--- src/rtl/multiplexor_2to1_pkg.sv ---
// Shared constants for the 2:1 word multiplexor slice.
package multiplexor_2to1_pkg;
  localparam int MUX_DEFAULT_WIDTH = 5;
endpackage

--- src/rtl/multiplexor_2to1_if.sv ---
// Data/select bundle between a source (master) and the multiplexor (slave).
interface multiplexor_2to1_if
  import multiplexor_2to1_pkg::*;
#(
  parameter int N = MUX_DEFAULT_WIDTH
);
  logic         sel;
  logic [N-1:0] in0;
  logic [N-1:0] in1;
  logic [N-1:0] mux_out;
  logic [N-1:0] mux_out_q;
  logic         out_vld_q;

  modport master (
    output sel, in0, in1,
    input  mux_out, mux_out_q, out_vld_q
  );

  modport slave (
    input  sel, in0, in1,
    output mux_out, mux_out_q, out_vld_q
  );
endinterface

--- src/rtl/multiplexor_2to1_mux_out_reg.sv ---
// N-bit register with asynchronous clear and a sticky valid flag that
// rises on the first clock edge after reset is released.
module multiplexor_2to1_mux_out_reg
  import multiplexor_2to1_pkg::*;
#(
  parameter int N = MUX_DEFAULT_WIDTH
) (
  input  logic         clk,
  input  logic         rst,
  input  logic [N-1:0] d_i,
  output logic [N-1:0] q_o,
  output logic         vld_o
);
  logic [N-1:0] data_q;
  logic [N-1:0] data_d;
  logic         vld_q;
  logic         vld_d;

  assign data_d = d_i;
  assign vld_d  = 1'b1;

  always_ff @(posedge clk or posedge rst) begin
    if (rst) begin
      data_q <= '0;
      vld_q  <= 1'b0;
    end else begin
      data_q <= data_d;
      vld_q  <= vld_d;
    end
  end

  assign q_o   = data_q;
  assign vld_o = vld_q;
endmodule

--- src/rtl/multiplexor_2to1.sv ---
// 2:1 word multiplexor: combinational select plus a registered copy with valid.
module multiplexor_2to1
  import multiplexor_2to1_pkg::*;
#(
  parameter int N = MUX_DEFAULT_WIDTH
) (
  input  logic                  clk,
  input  logic                  rst,
  multiplexor_2to1_if.slave     bus
);
  logic [N-1:0] mux_out_d;

  // A 4-state ternary merges the sources when sel is unknown: agreeing bits
  // pass through, disagreeing bits go X, so neither source is silently chosen.
  assign mux_out_d   = bus.sel ? bus.in1 : bus.in0;
  assign bus.mux_out = mux_out_d;

  multiplexor_2to1_mux_out_reg #(
    .N(N)
  ) u_mux_out_reg (
    .clk   (clk),
    .rst   (rst),
    .d_i   (mux_out_d),
    .q_o   (bus.mux_out_q),
    .vld_o (bus.out_vld_q)
  );
endmodule

--- src/flat_wrapper.sv ---
// flat-port wrapper written by rule: the top's interface ports become plain ports
module multiplexor_2to1_flat import multiplexor_2to1_pkg::*;
#(
  parameter int N = MUX_DEFAULT_WIDTH
)
  (clk, rst, bus_sel, bus_in0, bus_in1, bus_mux_out, bus_mux_out_q, bus_out_vld_q);
  multiplexor_2to1_if #(.N(N)) bus_i ();
  input  logic clk;
  input  logic rst;
  input wire logic [$bits(bus_i.sel)-1:0] bus_sel;
  input wire logic [$bits(bus_i.in0)-1:0] bus_in0;
  input wire logic [$bits(bus_i.in1)-1:0] bus_in1;
  output wire logic [$bits(bus_i.mux_out)-1:0] bus_mux_out;
  output wire logic [$bits(bus_i.mux_out_q)-1:0] bus_mux_out_q;
  output wire logic [$bits(bus_i.out_vld_q)-1:0] bus_out_vld_q;
  assign bus_i.sel = bus_sel;
  assign bus_i.in0 = bus_in0;
  assign bus_i.in1 = bus_in1;
  assign bus_mux_out = bus_i.mux_out;
  assign bus_mux_out_q = bus_i.mux_out_q;
  assign bus_out_vld_q = bus_i.out_vld_q;
  multiplexor_2to1 #(.N(N)) u_core (.clk(clk), .rst(rst), .bus(bus_i));
endmodule
--- config.mk ---
export PLATFORM = sky130hd
export DESIGN_NAME = multiplexor_2to1_flat
export DESIGN_NICKNAME = d
export VERILOG_FILES = /design/src/rtl/multiplexor_2to1_pkg.sv /design/src/rtl/multiplexor_2to1_if.sv /design/src/rtl/multiplexor_2to1_mux_out_reg.sv /design/src/rtl/multiplexor_2to1.sv /design/src/flat_wrapper.sv
export SDC_FILE = /design/constraint.sdc
export NUM_CORES = 1
export LEC_CHECK = 0
export BUFFER_PORTS_ARGS = -buffer_cell sky130_fd_sc_hd__buf_2
export CORE_AREA = 2 2 39 41
export CTS_CLUSTER_DIAMETER = 150
export DETAILED_ROUTE_END_ITERATION = 8
export DIE_AREA = 0 0 41 43
export MAX_ROUTING_LAYER = met4
export PLACE_DENSITY = 0.5
export SLEW_MARGIN = 15
export SYNTH_ARGS = -nofsm -noshare
export SYNTH_HDL_FRONTEND = slang
export SYNTH_SLANG_ARGS = --single-unit
--- constraint.sdc ---
create_clock -name clk -period 0.8 [get_ports clk]
set_clock_uncertainty 0.15 [all_clocks]
set_input_delay 0.04 -clock clk [delete_from_list [all_inputs] [get_ports clk]]
set_output_delay 0.04 -clock clk [all_outputs]
set_load 0.03 [all_outputs]
## After elaboration in Yosys (flattened, before gate mapping)

Index checks and enable logic that the tools add are counted.
Widths: inputs -> output; s select.

| cells by class | value |
|---|---|
| multiplexer cells | 1 |

Operator list:

| operator | number |
|---|---|
| $mux 5 | 1 |

| word-level totals | value |
|---|---|
| logic and storage cells | 3 |
| flip-flop bits (word level) | 6 |
| output and inout port bits | 11 |
| input port bits | 13 |

## Longest topological paths before layout

Gate-level depths: netlist of run 1.

| logic depth | value |
|---|---|
| depth after elaboration | 1 |
| mapped depth | 1 |
| gate-level depth less buffers | 1 |

## Cells and area by module

Synthesis of run 1 repeated with hierarchy kept, for this count alone.

| second synthesis, totals | value |
|---|---|
| cell total of the unflattened synthesis | 13 |
| area total of the unflattened synthesis | 214.0 sq um |

By module, submodules not included:

| module | cells each | seq. area each (sq um) | area each (sq um) | instances |
|---|---|---|---|---|
| multiplexor_2to1_mux_out_reg | 8 | 150.1 | 157.7 | 1 |
| multiplexor_2to1 | 5 | 0.0 | 56.3 | 1 |

## Worst setup path before layout of run 1

No wires, ideal clock.

| timing path | value |
|---|---|
| path type | input -> register |
| from | in bus_sel |
| to | reg u_core.u_mux_out_reg.data_q[0] (netlist: u_core.u_mux_out_reg.q_o[0]) |
| data arrival time | 437 ps |
| setup slack | 56 ps |
| data required time | 493 ps |
| library setup time | 157 ps |
| stages on the path | 1 |
| cells stage by stage | mux2_2 |

| between the ends | value |
|---|---|
| longest elaborated chain between the ends | 1 |

Ends and longest elaborated chain:

| what | line | RTL |
|---|---|---|
| start: declaration | flat_wrapper.sv:10 | `input wire logic [$bits(bus_i.sel)-1:0] bus_sel;` |
| $mux 5 | multiplexor_2to1.sv:15 | `assign mux_out_d = bus.sel ? bus.in1 : bus.in0;` |
| end signal: assignment | multiplexor_2to1_mux_out_reg.sv:27 | `data_q <= data_d;` |
| end: declaration | multiplexor_2to1_mux_out_reg.sv:14 | `logic [N-1:0] data_q;` |

No other way between the ends.

## Worst setup path after layout of run 1

| timing path | value |
|---|---|
| from | reg u_core.u_mux_out_reg.data_q[4] (netlist: u_core.u_mux_out_reg.q_o[4]) |
| to | out bus_mux_out_q[4] |

RTL lines:

| what | line | RTL |
|---|---|---|
| end: declaration | flat_wrapper.sv:14 | `output wire logic [$bits(bus_i.mux_out_q)-1:0] bus_mux_out_q;` |

No word-level cell between the ends.

==> results.sh, run 1 <==
export IMPL_status="complete, but fails checks"
export IMPL_violations="hold timing, setup timing"
export IMPL_worstHoldPathType="primary input to register"
export IMPL_grt_remaining_overflow=0
export IMPL_hold_viol=4
export IMPL_grt_pass1_wl_um=876
export IMPL_cts_buffer_depth=2
export IMPL_rows=14
export IMPL_firstDrtPassIters=2
export IMPL_rsz0062_at_grt="yes"
export IMPL_finalSetupViolations=6
export IMPL_fin_crit_ns=0.933
export IMPL_fin_setup_tns_ns=-0.747
export IMPL_hold_depth=2
export IMPL_yosysSeqAreaShare_pct=70.2
export IMPL_stdcell_count=59
export IMPL_max_stage_delay_ns=0.37
export IMPL_holdWs_ns=-0.0891
export IMPL_ioPinCount=24
export IMPL_slew_violations=0
export IMPL_n_antenna_cell=0
export IMPL_cp_cell_sequence="buf_6"
export IMPL_cts_hold_buf=1
export IMPL_syn_instance_count=13
export IMPL_track_usage_pct=8.62
export IMPL_grt_max_degree=7
export IMPL_fmax_ghz=1.07
export IMPL_fin_crit_sh_pct=117
export IMPL_totalPowerFinal_uw=888
export IMPL_initial_core_util_pct=15.5
export IMPL_fp_dieW_um=41
export IMPL_seqCellArea_um2=150
export IMPL_core_um2=1380
export IMPL_cts_max_level=1
export IMPL_syn_area_um2=214
export IMPL_routabilityCongestion=0.634
export IMPL_ys_ff_latch=6
export IMPL_placed_cells=52
export IMPL_place_hpwl_um=423
export IMPL_holdPathEnd="u_core.u_mux_out_reg.q_o[2]"
export IMPL_arrival_ns=0.74
export IMPL_route_detailed_drc=0
export IMPL_areaGrowthSynthToFinish_pct=137
export IMPL_via_count=217
export IMPL_numCtsBuffers=3
export IMPL_syn_avg_cell_area_um2=16.5
export IMPL_cp_max_fo=1
export IMPL_p_leak_nw=0.271
export IMPL_ys_warn_count=0
export IMPL_critPathSlowestCell="dfrtp_1"
export IMPL_final_core_util_pct=36.6
export IMPL_ys_types=4
export IMPL_cts_sinks=6
export IMPL_root_buffer="clkbuf_4"
export IMPL_multi_input_area_um2=78.8
export IMPL_antenna_found_initial=0
export IMPL_dieArea_um2=1760
export IMPL_crit_type="register to output port"
export IMPL_worstPathRequired_ns=0.61
export IMPL_postRouteAntennaNets=0
export IMPL_drt_iter0_markers=3
export IMPL_first_global_vias=214
export IMPL_num_nets_final=58
export IMPL_worst_path_buf_inv=1
export IMPL_layout_drive_gt1_share_pct=79.1
export IMPL_port_buffers=23
export IMPL_syn_num_nets=26
export IMPL_cts_tree="done"
export IMPL_path_delay_family="flip-flops"
export IMPL_clk_pin_slew_ns=0.04
export IMPL_hold_start="bus_in0[2]"
export IMPL_fillCellCount=133
export IMPL_wirelength_um=570
export IMPL_cap_violations=0
export IMPL_viasPerCell=3.68
export IMPL_fp_dieH_um=43
export IMPL_end_kind="output port"
export IMPL_vdd_drop_max_mv=0.456
export IMPL_start_kind="register"
export IMPL_powerDensity_nw_per_um2=1750
export IMPL_setup_ws_ns=-0.133
export IMPL_post_drt_wl_per_cell_um=9.66
[what timing repair did]
item                                    CTS  global route
hold endpoints to repair                 11             3
setup buffers                             1             2
gates resized for setup                  29             2
endpoints found under the setup margin   11            11
pin swaps                                 0             0
[worst max path at each step]
stage                                 from  slack [ns]  cells after the start                           to
2_1_floorplan                      bus_sel        0.06                      1  u_core.u_mux_out_reg.q_o[0]
3_3_place_gp                       bus_sel       -0.11                      3               bus_mux_out[1]
3_5_place_dp                       bus_sel       -0.10                      3               bus_mux_out[0]
4_1_cts        u_core.u_mux_out_reg.q_o[4]       -0.14                      1             bus_mux_out_q[4]
5_1_grt        u_core.u_mux_out_reg.q_o[3]       -0.16                      1             bus_mux_out_q[3]
6_report       u_core.u_mux_out_reg.q_o[4]       -0.13                      1             bus_mux_out_q[4]
[metrics by stage]
stage                     setup slack [ns]  cell area (um^2)
after floorplan                     0.0560               214
after global placement              -0.111               349
after detailed placement            -0.103               349
after CTS                           -0.143               483
after global routing                -0.159               507
final                               -0.133               507
[final cells by class]
| type | instances | area share, % |
|---|---|---|
| Sequential cell | 6 | 29.6 |
| Inverter | 1 | 0.741 |
| Tap cell | 16 | 3.95 |
| Clock buffer | 3 | 4.44 |
| Timing Repair Buffer | 27 | 45.7 |
| Multi-Input combinational cell | 6 | 15.6 |
[flip-flops by register name, indices dropped and copies added, names as in the netlist]
signal and cells:
u_core.u_mux_out_reg.q_o 5, u_core.u_mux_out_reg.vld_o 1
[power by group]
group	switching [mW]	leakage, nW	internal (mW)
clock	0.0911	0.0138	0.168
combinational	0.140	0.187	0.153
sequential	0.00942	0.0699	0.327
[metal layers]
metal  part of all wire, %  GRT usage (%)  vias to the layer above
li1                      -              -                      101
met1                    36           8.61                       90
met2                    42           10.9                       24
met3                    20           3.66                        2
met4                   1.6           10.0                        0
met5                     0              -                        -
[placed cells by master, fill, tap and decap left out]
master          n
inv_1           1
mux2_4          5
buf_4           3
dfrtp_1         6
buf_2          11
buf_12          1
buf_6          11
dlygate4sd3_1   1
conb_1          1
clkbuf_4        3
[cell usage after synthesis]
cell,number,area [um^2]
dfrtp_1,6,150
inv_1,1,3.75
mux2_2,5,56.3
conb_1,1,3.75
[cell families after synthesis]
family,share of synthesized area [%]
buffers and inverters,1.75
other,1.75
flip-flops,70.2
multiplexers,26.3
(Power assumes the default switching activity.)
==> run 2, diff against run 1 <==
--- a/config.mk
+++ b/config.mk
@@ -8,10 +8,11 @@
 export BUFFER_PORTS_ARGS = -buffer_cell sky130_fd_sc_hd__buf_2
 export CORE_AREA = 2 2 39 41
 export CTS_CLUSTER_DIAMETER = 150
+export CTS_CLUSTER_SIZE = 12
 export DETAILED_ROUTE_END_ITERATION = 8
 export DIE_AREA = 0 0 41 43
 export MAX_ROUTING_LAYER = met4
-export PLACE_DENSITY = 0.5
+export PLACE_DENSITY = 0.54
 export SLEW_MARGIN = 15
 export SYNTH_ARGS = -nofsm -noshare
 export SYNTH_HDL_FRONTEND = slang
==> run 2 against run 1 <==
Net effect: largest cell class unchanged; clock-buffer cell count is the same; critical endpoint is now bus_mux_out_q[2]; highest routed layer is now met3; the flow still finishes with violations (hold timing, setup timing); critical path depth unchanged; largest power group unchanged; sequential share of layout area up 1.4 points.
==> results.sh, run 2 (synthesized netlist as in run 1, its figures left out) <==
export IMPL_vdd_drop_max_mv=0.624
export IMPL_first_global_vias=219
export IMPL_dieArea_um2=1760
export IMPL_routabilityCongestion=0.630
export IMPL_areaGrowthSynthToFinish_pct=126
export IMPL_status="complete, but fails checks"
export IMPL_fp_dieW_um=41
export IMPL_cts_buffer_depth=2
export IMPL_numCtsBuffers=3
export IMPL_postRouteAntennaNets=0
export IMPL_largest_reg_flops=5
export IMPL_ioPinCount=24
export IMPL_viasPerCell=3.61
export IMPL_powerDensity_nw_per_um2=1830
export IMPL_firstDrtPassIters=1
export IMPL_arrival_ns=0.75
export IMPL_rsz0062_at_grt="yes"
export IMPL_track_usage_pct=9.62
export IMPL_n_antenna_cell=0
export IMPL_root_buffer="clkbuf_4"
export IMPL_initial_core_util_pct=15.5
export IMPL_setup_ws_ns=-0.143
export IMPL_slew_violations=0
export IMPL_cp_max_fo=1
export IMPL_clk_pin_slew_ns=0.04
export IMPL_path_delay_family="flip-flops"
export IMPL_drt_iter0_markers=0
export IMPL_p_leak_nw=0.257
export IMPL_antenna_found_initial=0
export IMPL_worstPathRequired_ns=0.61
export IMPL_route_detailed_drc=0
export IMPL_worst_path_buf_inv=1
export IMPL_fmax_ghz=1.06
export IMPL_critPathSlowestCell="dfrtp_1"
export IMPL_port_buffers=23
export IMPL_worstHoldPathType="primary input to register"
export IMPL_placed_cell_area_um2=349
export IMPL_max_stage_delay_ns=0.37
export IMPL_layout_drive_gt1_share_pct=77.5
export IMPL_grt_max_degree=7
export IMPL_start_kind="register"
export IMPL_mostFrequentLayoutCells="11 x buf_2, 11 x buf_6, 6 x dfrtp_1"
export IMPL_holdWs_ns=-0.0914
export IMPL_num_nets_final=55
export IMPL_wirelength_um=713
export IMPL_cts_sinks=6
export IMPL_cp_cell_sequence="buf_6"
export IMPL_fin_crit_ns=0.943
export IMPL_grt_pass1_wl_um=972
export IMPL_finalSetupViolations=6
export IMPL_cap_violations=0
export IMPL_core_um2=1380
export IMPL_rows=14
export IMPL_post_cts_buffers=0
export IMPL_cts_tree="done"
export IMPL_hold_viol=5
export IMPL_grt_remaining_overflow=0
export IMPL_fin_crit_sh_pct=118
export IMPL_cts_max_level=1
export IMPL_post_drt_wl_per_cell_um=12.7
export IMPL_end_kind="output port"
export IMPL_crit_type="register to output port"
export IMPL_cts_hold_buf=1
export IMPL_fp_dieH_um=43
export IMPL_stdcell_area_um2=484
export IMPL_via_count=202
export IMPL_totalPowerFinal_uw=888
export IMPL_violations="hold timing, setup timing"
[run 2: cell types whose count changed in the layout (fill, tap and decap cells not counted), sizes merged]
cell  before  now
buf       26   23
[run 2: report_power, final]
part / total, mW / internal [mW] / switching, mW
Clock: 0.271 / 0.169 / 0.102
Combinational: 0.280 / 0.140 / 0.141
Sequential: 0.336 / 0.327 / 0.00990
[run 2: what timing repair did]
| action | CTS | global route |
|---|---|---|
| hold endpoints to repair | 11 | 5 |
| pin swaps | 0 | 0 |
| gates resized for setup | 31 | 0 |
| cloned | 0 | 0 |
| endpoints found under the setup margin | 11 | 10 |
[run 2: per-stage QoR]
step / instances / hold slack [ns] / utilization (%) / setup TNS [ns] / setup WS [ns]
finish: 56 / -0.0914 / 35.0 / -0.798 / -0.143
global route: 56 / -0.111 / 35.0 / -1.04 / -0.188
CTS: 56 / -0.0985 / 35.0 / -0.857 / -0.156
detailed placement: 52 / -0.191 / 25.2 / -0.713 / -0.124
global placement: 52 / -0.192 / 25.2 / -0.595 / -0.111
floorplan: 13 / -0.319 / - / 0 / 0.0560
[run 2: per-layer routing]
layer	vias to the layer above	track usage (%)	wire length (um)
li1	95	-	-
met1	81	13.1	369
met2	26	9.69	200
met3	0	8.38	143
met4	0	4.00	0
met5	-	-	0
[run 2: path summary, 6_finish.rpt]
check                                            start                           to  slack, ns  depth (start not counted)
min                                         bus_in1[3]  u_core.u_mux_out_reg.q_o[3]      -0.09                          2
max                        u_core.u_mux_out_reg.q_o[2]             bus_mux_out_q[2]      -0.14                          1
max in group asynchronous                          rst  u_core.u_mux_out_reg.q_o[3]       0.22                          3
min in group asynchronous                          rst  u_core.u_mux_out_reg.q_o[2]       0.10                          3
[run 2: area by class of cell]
type / count / area [um^2]
Fill cell: 144 / 900
Timing Repair Buffer: 24 / 209
Sequential cell: 6 / 150
Multi-Input combinational cell: 6 / 78.8
Clock buffer: 3 / 22.5
Tap cell: 16 / 20.0
Inverter: 1 / 3.75
==> run 3, diff against run 2 <==
--- a/config.mk
+++ b/config.mk
@@ -12,7 +12,8 @@
 export DETAILED_ROUTE_END_ITERATION = 8
 export DIE_AREA = 0 0 41 43
 export MAX_ROUTING_LAYER = met4
-export PLACE_DENSITY = 0.54
+export PLACE_DENSITY_LB_ADDON = 0.1
+export SKIP_CTS_REPAIR_TIMING = 1
 export SLEW_MARGIN = 15
 export SYNTH_ARGS = -nofsm -noshare
 export SYNTH_HDL_FRONTEND = slang
==> run 3 against run 2 <==
Net effect: the flow still finishes with violations (hold timing, setup timing); clock power down 2%; maximum frequency increased by 1.3%; design area unchanged; non-clock buffer count did not move.
==> results.sh, run 3 (synthesized netlist as in run 1, its figures left out) <==
export IMPL_initial_core_util_pct=15.5
export IMPL_drt_iter0_markers=2
export IMPL_crit_start="u_core.u_mux_out_reg.q_o[4]"
export IMPL_cts_buffer_depth=2
export IMPL_end_kind="output port"
export IMPL_hold_depth=2
export IMPL_worst_path_buf_inv=1
export IMPL_dieArea_um2=1760
export IMPL_final_core_util_pct=35.0
export IMPL_fp_dieW_um=41
export IMPL_start_kind="register"
export IMPL_port_buffers=23
export IMPL_cts_max_level=1
export IMPL_swShare_pct=27.5
export IMPL_wirelength_um=580
export IMPL_holdWs_ns=-0.0963
export IMPL_cp_cell_sequence="buf_6"
export IMPL_seqPwrFrac_pct=38.4
export IMPL_numCtsBuffers=3
export IMPL_rows=14
export IMPL_track_usage_pct=7.76
export IMPL_holdPathEnd="u_core.u_mux_out_reg.q_o[4]"
export IMPL_core_um2=1380
export IMPL_fillCellCount=142
export IMPL_max_stage_delay_ns=0.37
export IMPL_largest_reg_flops=5
export IMPL_arrival_ns=0.74
export IMPL_worstPathRequired_ns=0.61
export IMPL_first_global_vias=189
export IMPL_grt_pass1_wl_um=779
export IMPL_p_leak_nw=0.257
export IMPL_path_delay_family="flip-flops"
export IMPL_fin_crit_sh_pct=116
export IMPL_rsz0062_at_grt="yes"
export IMPL_fp_dieH_um=43
export IMPL_cp_max_fo=1
export IMPL_n_antenna_cell=0
export IMPL_mostFrequentLayoutCells="11 x buf_2, 11 x buf_6, 6 x dfrtp_1"
export IMPL_power_share_clock_pct=30.2
export IMPL_layout_drive_gt1_share_pct=77.5
export IMPL_p_comb_share_pct=31.4
export IMPL_areaGrowthSynthToFinish_pct=126
export IMPL_root_buffer="clkbuf_4"
export IMPL_fmax_ghz=1.07
export IMPL_num_nets_final=55
export IMPL_via_count=203
export IMPL_hold_start="bus_in0[4]"
export IMPL_grt_remaining_overflow=0
export IMPL_slew_violations=0
export IMPL_vdd_drop_max_mv=0.856
export IMPL_powerDensity_nw_per_um2=1810
export IMPL_internal_power_uw=635
export IMPL_antenna_found_initial=0
export IMPL_cts_sinks=6
export IMPL_firstDrtPassIters=2
export IMPL_ioPinCount=24
export IMPL_violations="hold timing, setup timing"
export IMPL_crit_cells=1
export IMPL_viasPerCell=3.63
export IMPL_cap_violations=0
export IMPL_power_switching_uw=241
export IMPL_status="complete, but fails checks"
export IMPL_route_detailed_drc=0
export IMPL_finalSetupViolations=6
export IMPL_fin_crit_ns=0.931
export IMPL_hold_viol=5
export IMPL_critPathSlowestCell="dfrtp_1"
export IMPL_setup_ws_ns=-0.131
export IMPL_postRouteAntennaNets=0
export IMPL_cts_tree="done"
export IMPL_routabilityCongestion=0.511
export IMPL_crit_type="register to output port"
export IMPL_post_drt_wl_per_cell_um=10.4
export IMPL_grt_max_degree=7
export IMPL_fin_setup_tns_ns=-0.756
export IMPL_clk_pin_slew_ns=0.04
export IMPL_worstHoldPathType="primary input to register"
export IMPL_place_hpwl_um=457
run 3: power by group through the flow:
stage                     Combinational, mW  Sequential, mW  Clock (mW)
after floorplan                      0.0739           0.382           0
after global placement                0.193           0.335           0
after detailed placement              0.196           0.335           0
after CTS                             0.196           0.331       0.286
after global routing                  0.292           0.337       0.322
final                                 0.275           0.336       0.265
run 3: worst max-delay path by stage:
stage                                        to  slack [ns]
floorplan           u_core.u_mux_out_reg.q_o[0]        0.06
global placement                 bus_mux_out[3]       -0.12
detailed placement               bus_mux_out[2]       -0.13
CTS                            bus_mux_out_q[4]       -0.17
global route                   bus_mux_out_q[1]       -0.17
finish                         bus_mux_out_q[4]       -0.13
run 3: final cells by class:
type	count	area [um^2]	share of cell area, %
inverters	1	3.75	0.775
well taps	16	20.0	4.13
clock buffers	3	22.5	4.65
multi-input cells	6	78.8	16.3
repair buffers	24	209	43.2
flip-flops and latches	6	150	31.0
run 3: per-stage QoR:
step | worst slack [ns] | hold WS (ns) | power, mW | instances | area, um^2
floorplan | 0.0560 | -0.319 | 0.456 | 13 | 214
global placement | -0.118 | -0.188 | 0.528 | 52 | 349
detailed placement | -0.129 | -0.179 | 0.531 | 52 | 349
CTS | -0.167 | -0.438 | 0.813 | 55 | 372
global route | -0.173 | -0.122 | 0.951 | 56 | 484
finish | -0.131 | -0.0963 | 0.875 | 56 | 484
run 3: layer usage:
| metal | vias to the layer above | track usage (%) | routed length [um] |
|---|---|---|---|
| met5 | - | - | 0 |
| met4 | 0 | 2.00 | 0 |
| met3 | 0 | 9.42 | 83 |
| met2 | 17 | 10.3 | 283 |
| met1 | 89 | 6.86 | 212 |
| li1 | 97 | - | - |
